### config.mk
export PLATFORM = sky130hd
export DESIGN_NAME = button_events
export DESIGN_NICKNAME = d
export VERILOG_FILES = /design/src/rtl/button_events.sv
export SDC_FILE = /design/constraint.sdc
export NUM_CORES = 1
export LEC_CHECK = 0
export ABC_AREA = 1
export BUFFER_PORTS_ARGS = -buffer_cell sky130_fd_sc_hd__buf_2
export CAP_MARGIN = 20
export CORE_MARGIN = 3
export CORE_UTILIZATION = 45
export DETAILED_ROUTE_END_ITERATION = 10
export HOLD_SLACK_MARGIN = 0.08
export PLACE_DENSITY = 0.65
export SKIP_LAST_GASP = 1
export SYNTH_ARGS = -nofsm -noshare
export SYNTH_HDL_FRONTEND = slang
export SYNTH_SLANG_ARGS = --single-unit
### constraint.sdc
create_clock -name clk -period 1.5 [get_ports clk]
set_input_delay 0.3 -clock clk [delete_from_list [all_inputs] [get_ports clk]]
set_output_delay 0.3 -clock clk [all_outputs]
set_load 0.1 [all_outputs]
### src/rtl/button_events.sv
// N-channel button conditioner: 2-flop synchroniser, debounce filter and hold FSM
// per channel. Produces a clean level plus 1-cycle press/release/long-press/repeat pulses.
// The release and repeat pulses are named release_ev and repeat_ev because
// "release" and "repeat" are reserved words.
module button_events #(
    parameter int unsigned N_BTN         = 4,
    parameter int unsigned DEB_DELAY     = 20000,
    parameter int unsigned LONG_DELAY    = 500000,
    parameter int unsigned REPEAT_PERIOD = 100000,
    parameter bit          REPEAT_EN     = 1'b1,
    parameter bit          ACTIVE_LOW    = 1'b0
) (
    input  logic             clk,
    input  logic             rst_n,
    input  logic [N_BTN-1:0] button,
    output logic [N_BTN-1:0] level,
    output logic [N_BTN-1:0] press,
    output logic [N_BTN-1:0] release_ev,
    output logic [N_BTN-1:0] long_press,
    output logic [N_BTN-1:0] repeat_ev
);

    localparam int unsigned DEB_W  = $clog2(DEB_DELAY + 1);
    localparam int unsigned HOLD_W = $clog2(LONG_DELAY + 1);
    localparam int unsigned REP_W  = $clog2(REPEAT_PERIOD + 1);

    typedef enum logic [1:0] {
        IDLE    = 2'd0,
        PRESSED = 2'd1,
        HELD    = 2'd2
    } hold_state_e;

    logic [N_BTN-1:0] sync1;
    logic [N_BTN-1:0] sync2;

    // Two-flop synchroniser; polarity is normalised so 1 always means pressed
    always_ff @(posedge clk or negedge rst_n) begin
        if (!rst_n) begin
            sync1 <= '0;
            sync2 <= '0;
        end else begin
            sync1 <= button ^ {N_BTN{ACTIVE_LOW}};
            sync2 <= sync1;
        end
    end

    for (genvar i = 0; i < N_BTN; i++) begin : g_ch
        logic [DEB_W-1:0]  deb_cnt;
        logic [HOLD_W-1:0] hold_cnt;
        logic [REP_W-1:0]  rep_cnt;
        hold_state_e       state;
        logic              level_q;
        logic              press_q;
        logic              release_q;
        logic              long_q;
        logic              rep_q;
        logic              accept_c;
        logic              rise_c;
        logic              fall_c;

        // The debounced level changes on this edge; rise/fall drive both the pulses and the FSM
        assign accept_c = (sync2[i] != level_q) && (deb_cnt == DEB_W'(DEB_DELAY - 1));
        assign rise_c   = accept_c & sync2[i];
        assign fall_c   = accept_c & ~sync2[i];

        // Debounce filter: count consecutive cycles the input disagrees with level
        always_ff @(posedge clk or negedge rst_n) begin
            if (!rst_n) begin
                deb_cnt <= '0;
                level_q <= 1'b0;
            end else if (sync2[i] == level_q) begin
                deb_cnt <= '0;
            end else if (accept_c) begin
                deb_cnt <= '0;
                level_q <= sync2[i];
            end else begin
                deb_cnt <= deb_cnt + DEB_W'(1);
            end
        end

        // Hold FSM with registered event pulses; release overrides any pulse due in the same cycle
        always_ff @(posedge clk or negedge rst_n) begin
            if (!rst_n) begin
                state     <= IDLE;
                hold_cnt  <= '0;
                rep_cnt   <= '0;
                press_q   <= 1'b0;
                release_q <= 1'b0;
                long_q    <= 1'b0;
                rep_q     <= 1'b0;
            end else begin
                press_q   <= rise_c;
                release_q <= fall_c;
                long_q    <= 1'b0;
                rep_q     <= 1'b0;
                if (fall_c) begin
                    state    <= IDLE;
                    hold_cnt <= '0;
                    rep_cnt  <= '0;
                end else begin
                    case (state)
                        IDLE: begin
                            if (rise_c) begin
                                state    <= PRESSED;
                                hold_cnt <= '0;
                            end
                        end
                        PRESSED: begin
                            if (hold_cnt == HOLD_W'(LONG_DELAY - 1)) begin
                                long_q   <= 1'b1;
                                state    <= HELD;
                                hold_cnt <= '0;
                                rep_cnt  <= '0;
                            end else begin
                                hold_cnt <= hold_cnt + HOLD_W'(1);
                            end
                        end
                        HELD: begin
                            if (rep_cnt == REP_W'(REPEAT_PERIOD - 1)) begin
                                rep_cnt <= '0;
                                rep_q   <= REPEAT_EN;
                            end else begin
                                rep_cnt <= rep_cnt + REP_W'(1);
                            end
                        end
                        default: begin
                            state    <= IDLE;
                            hold_cnt <= '0;
                            rep_cnt  <= '0;
                        end
                    endcase
                end
            end
        end

        assign level[i]      = level_q;
        assign press[i]      = press_q;
        assign release_ev[i] = release_q;
        assign long_press[i] = long_q;
        assign repeat_ev[i]  = rep_q;
    end

endmodule

==> impl_metrics.ini <==
[yosys]
yosysWarnings = 0
synthFlopType = dfrtp_1
synth_top_cell_by_area = dfrtp_1
syn_area_per_cell_sq_um = 7.073
ys_seq_elements = 240
synth_top_cell_area_share = 0.4148
synth_edf_count = 0
syn_nets = 2065
synth_area_leaders = dfrtp_1 41%, nand2_1 16%, nor2_1 7.7%
async_flop_share = 1.000
synth.distinct_cells = 42
netlist_instances = 2047
seq_area_frac_synth = 0.4148
syn-cell-area_sq_um = 14480

[placed_design]
dpl.hpwl_microns = 24160
portBuffers = 25
gp_congestion = 0.9112
pre_cts_slack_ns = -0.1534

[cts]
insertion_delay_ns = 0.56
htree_levels = 1
clk_pin_slew_ns = 0.06
numCtsBuffers = 29
tritoncts = built
cts_root_buffer = clkbuf_16
clk_path_buf_depth = 3
clkSinkCount = 240

[flow_run]
drv_cap = 0

[layout]
layout_common_cells = 526 x nand2_1, 271 x nor2_1, 237 x dfrtp_1
nets = 2320
diodes = 0
final_common_cell = nand2_1
seq_area_sq_um = 6010
postLayoutCoreUtil = 0.6085
area_growth_pct = 32.97
multi_input_area_sq_um = 8378
layout-drive-gt1-share = 0.2492
fill_cells = 2752

[pwr]
powerDensity_nw_per_um2 = 719.8
p_total_uw = 13860
switchingPower_uw = 2984
swShare = 0.2154
p_leak_uw = 0.008758
power_frac_comb = 0.027
intPower_uw = 10870
ir_drop_v = 0.0008828
power_frac_seq = 0.473
p_clk_frac = 0.500

[setup_path]
crit_arrival_ns = 2.12
rrSetupSlack_ns = -0.16
r2r_cells = 9
worstPathMaxFanout = 5
crit_top_cell = nand2_4
cp_num_buf_inv = 1
endpoint_kind = flop
cp_data_required_time_ns = 1.96
startpoint_type = flop
crit_type = reg -> reg
reg2reg_from = g_ch[1].deb_cnt[1]
slowest_delay_ns = 0.39
cp_slowest_cell = dfrtp_1
crit_family = simple AND/OR/NAND/NOR gates
path_cells = ha_4, nand3_4, nor2_4, nand4_4, buf_6, nand2_4, nand2_8, nand2_4, nand2_2
reg2reg_to = g_ch[1].rep_cnt[5]

[detailed_routing]
drtPass1Iterations = 5
ant_nets = 0
routed_via_density = 5.137
via_count = 13980
drt_iter0_markers = 806
wl_per_cell_microns = 13.59
drc = 0
totalWireLength_microns = 36970

[floorplanning]
start_util = 0.4576
rows = 65
die_h_microns = 185.4
die_area_sq_um = 34360
ios = 26
die_w_microns = 185.4
coreArea_sq_um = 31640

[grt]
overflow = 0
grt_pass1_vias = 13660
grt_use_total = 0.2148
grt_max_degree = 42
antenna_found_initial = 0
grt_pass1_wl_microns = 63140

[timing]
layout_min_cycle_time_ns = 1.659
maxSlewViolCount = 0
setup_ws_ns = -0.1589
relSlewSlack = 0.6176
fmax_mhz = 602.8
skew_ns = 0.009324
worst_hold_slack_ns = 0.2229
hold_viol = 0
setup_viol = 187
worstMarginPinSlew_ns = 0.5715
rsz0062_at_grt = true
layout_worst_path_cycle_share = 1.106

[hold_path]
min_path_type = in -> async

[run_status]
status = finished with violations
violations = setup timing
logic make-up after synthesis:
logic type | count (synthesis) | share of synthesized area
buffers and inverters | 293 | 0.08590
XOR/XNOR | 85 | 0.05298
AND/OR/NAND/NOR | 1325 | 0.4017
flip-flops | 240 | 0.4148
AO/OA/AOI/OAI | 92 | 0.03422
adder cells (fa/ha/maj) | 12 | 0.01037
cell usage after synthesis (2+ instances only):
library cell    n
dfrtp_1       240
nand3_1       170
nand4_1       103
nand2_4         3
xnor2_1         6
xor2_1         76
nand4_2         3
buf_4          22
o2111ai_1       2
o21ai_0        39
or2_2           9
buf_2          13
o21bai_1        4
o21ai_1        10
nor3_2          3
clkbuf_1       17
nand3b_1        4
nand2_1       635
nand3_2         8
buf_6           6
inv_1         227
nor3_1         49
ha_1           12
and2_1          3
xnor2_2         3
nor3b_1         7
nor2_2         10
o31ai_1         2
nor2_1        298
nor4_1          5
a21oi_1        31
nand2_2         7
nor2_4          4
inv_2           8
timing repair:
action | 4_1_cts | 5_1_grt
setup endpoints to repair | 194 | 212
hold buffers | 5 | 0
hold endpoints to repair | 244 | 0
pin swaps | 40 | 59
gates cloned | 11 | 5
setup buffers | 26 | 17
resized for setup | 143 | 185
flip-flops by register name, indices dropped and copies added, names as in the netlist:
register,count
sync1,4
g_ch.state,8
g_ch.deb_cnt,60
g_ch.level_q,4
g_ch.rep_q,4
g_ch.long_q,4
sync2,4
g_ch.hold_cnt,76
g_ch.rep_cnt,68
g_ch.release_q,4
g_ch.press_q,4
through the flow:
stage          instance area [sq um]  cells  TNS [ns]
2_1_floorplan                  14630   2047    -2.537
3_3_place_gp                   16590   2614    -5.613
6_report                       19250   2721    -16.44
4_1_cts                        18450   2703    -11.35
3_5_place_dp                   16590   2614    -14.34
5_1_grt                        19250   2721    -36.88
final cells by class:
class	count	share of cell area
clock buffer	38	0.04153
clock inverter	10	0.006889
inverter	235	0.04647
multi-input combinational	1521	0.4352
sequential	240	0.3122
tap	402	0.02613
timing repair buffer	275	0.1316
power groups by stage:
| stage | clock [uW] | sequential, uW | combinational (uW) |
|---|---|---|---|
| floorplan | 0 | 6650 | 95.1 |
| global placement | 0 | 6650 | 334 |
| detailed placement | 0 | 6660 | 341 |
| CTS | 7150 | 6550 | 373 |
| global route | 7410 | 6550 | 435 |
| finish | 6930 | 6550 | 376 |
worst max path at each step:
stage,depth (start not counted),start,endpoint
after floorplan,12,g_ch[2].hold_cnt[0],g_ch[2].rep_cnt[6]
after global placement,10,g_ch[0].deb_cnt[0],g_ch[0].hold_cnt[1]
after detailed placement,10,g_ch[0].deb_cnt[0],g_ch[0].hold_cnt[0]
after CTS,10,g_ch[0].deb_cnt[0],g_ch[0].hold_cnt[0]
after global routing,9,g_ch[1].deb_cnt[1],g_ch[1].rep_cnt[2]
final,9,g_ch[1].deb_cnt[1],g_ch[1].rep_cnt[5]
metal layers:
| metal | share of wire | up-vias | track usage |
|---|---|---|---|
| met4 | 0.021 | 0 | 0.05342 |
| met5 | 0 | - | 0 |
| met1 | 0.46 | 6617 | 0.2887 |
| li1 | - | 7066 | - |
| met2 | 0.49 | 235 | 0.3698 |
| met3 | 0.034 | 60 | 0.02690 |
(Power assumes the default switching activity.)
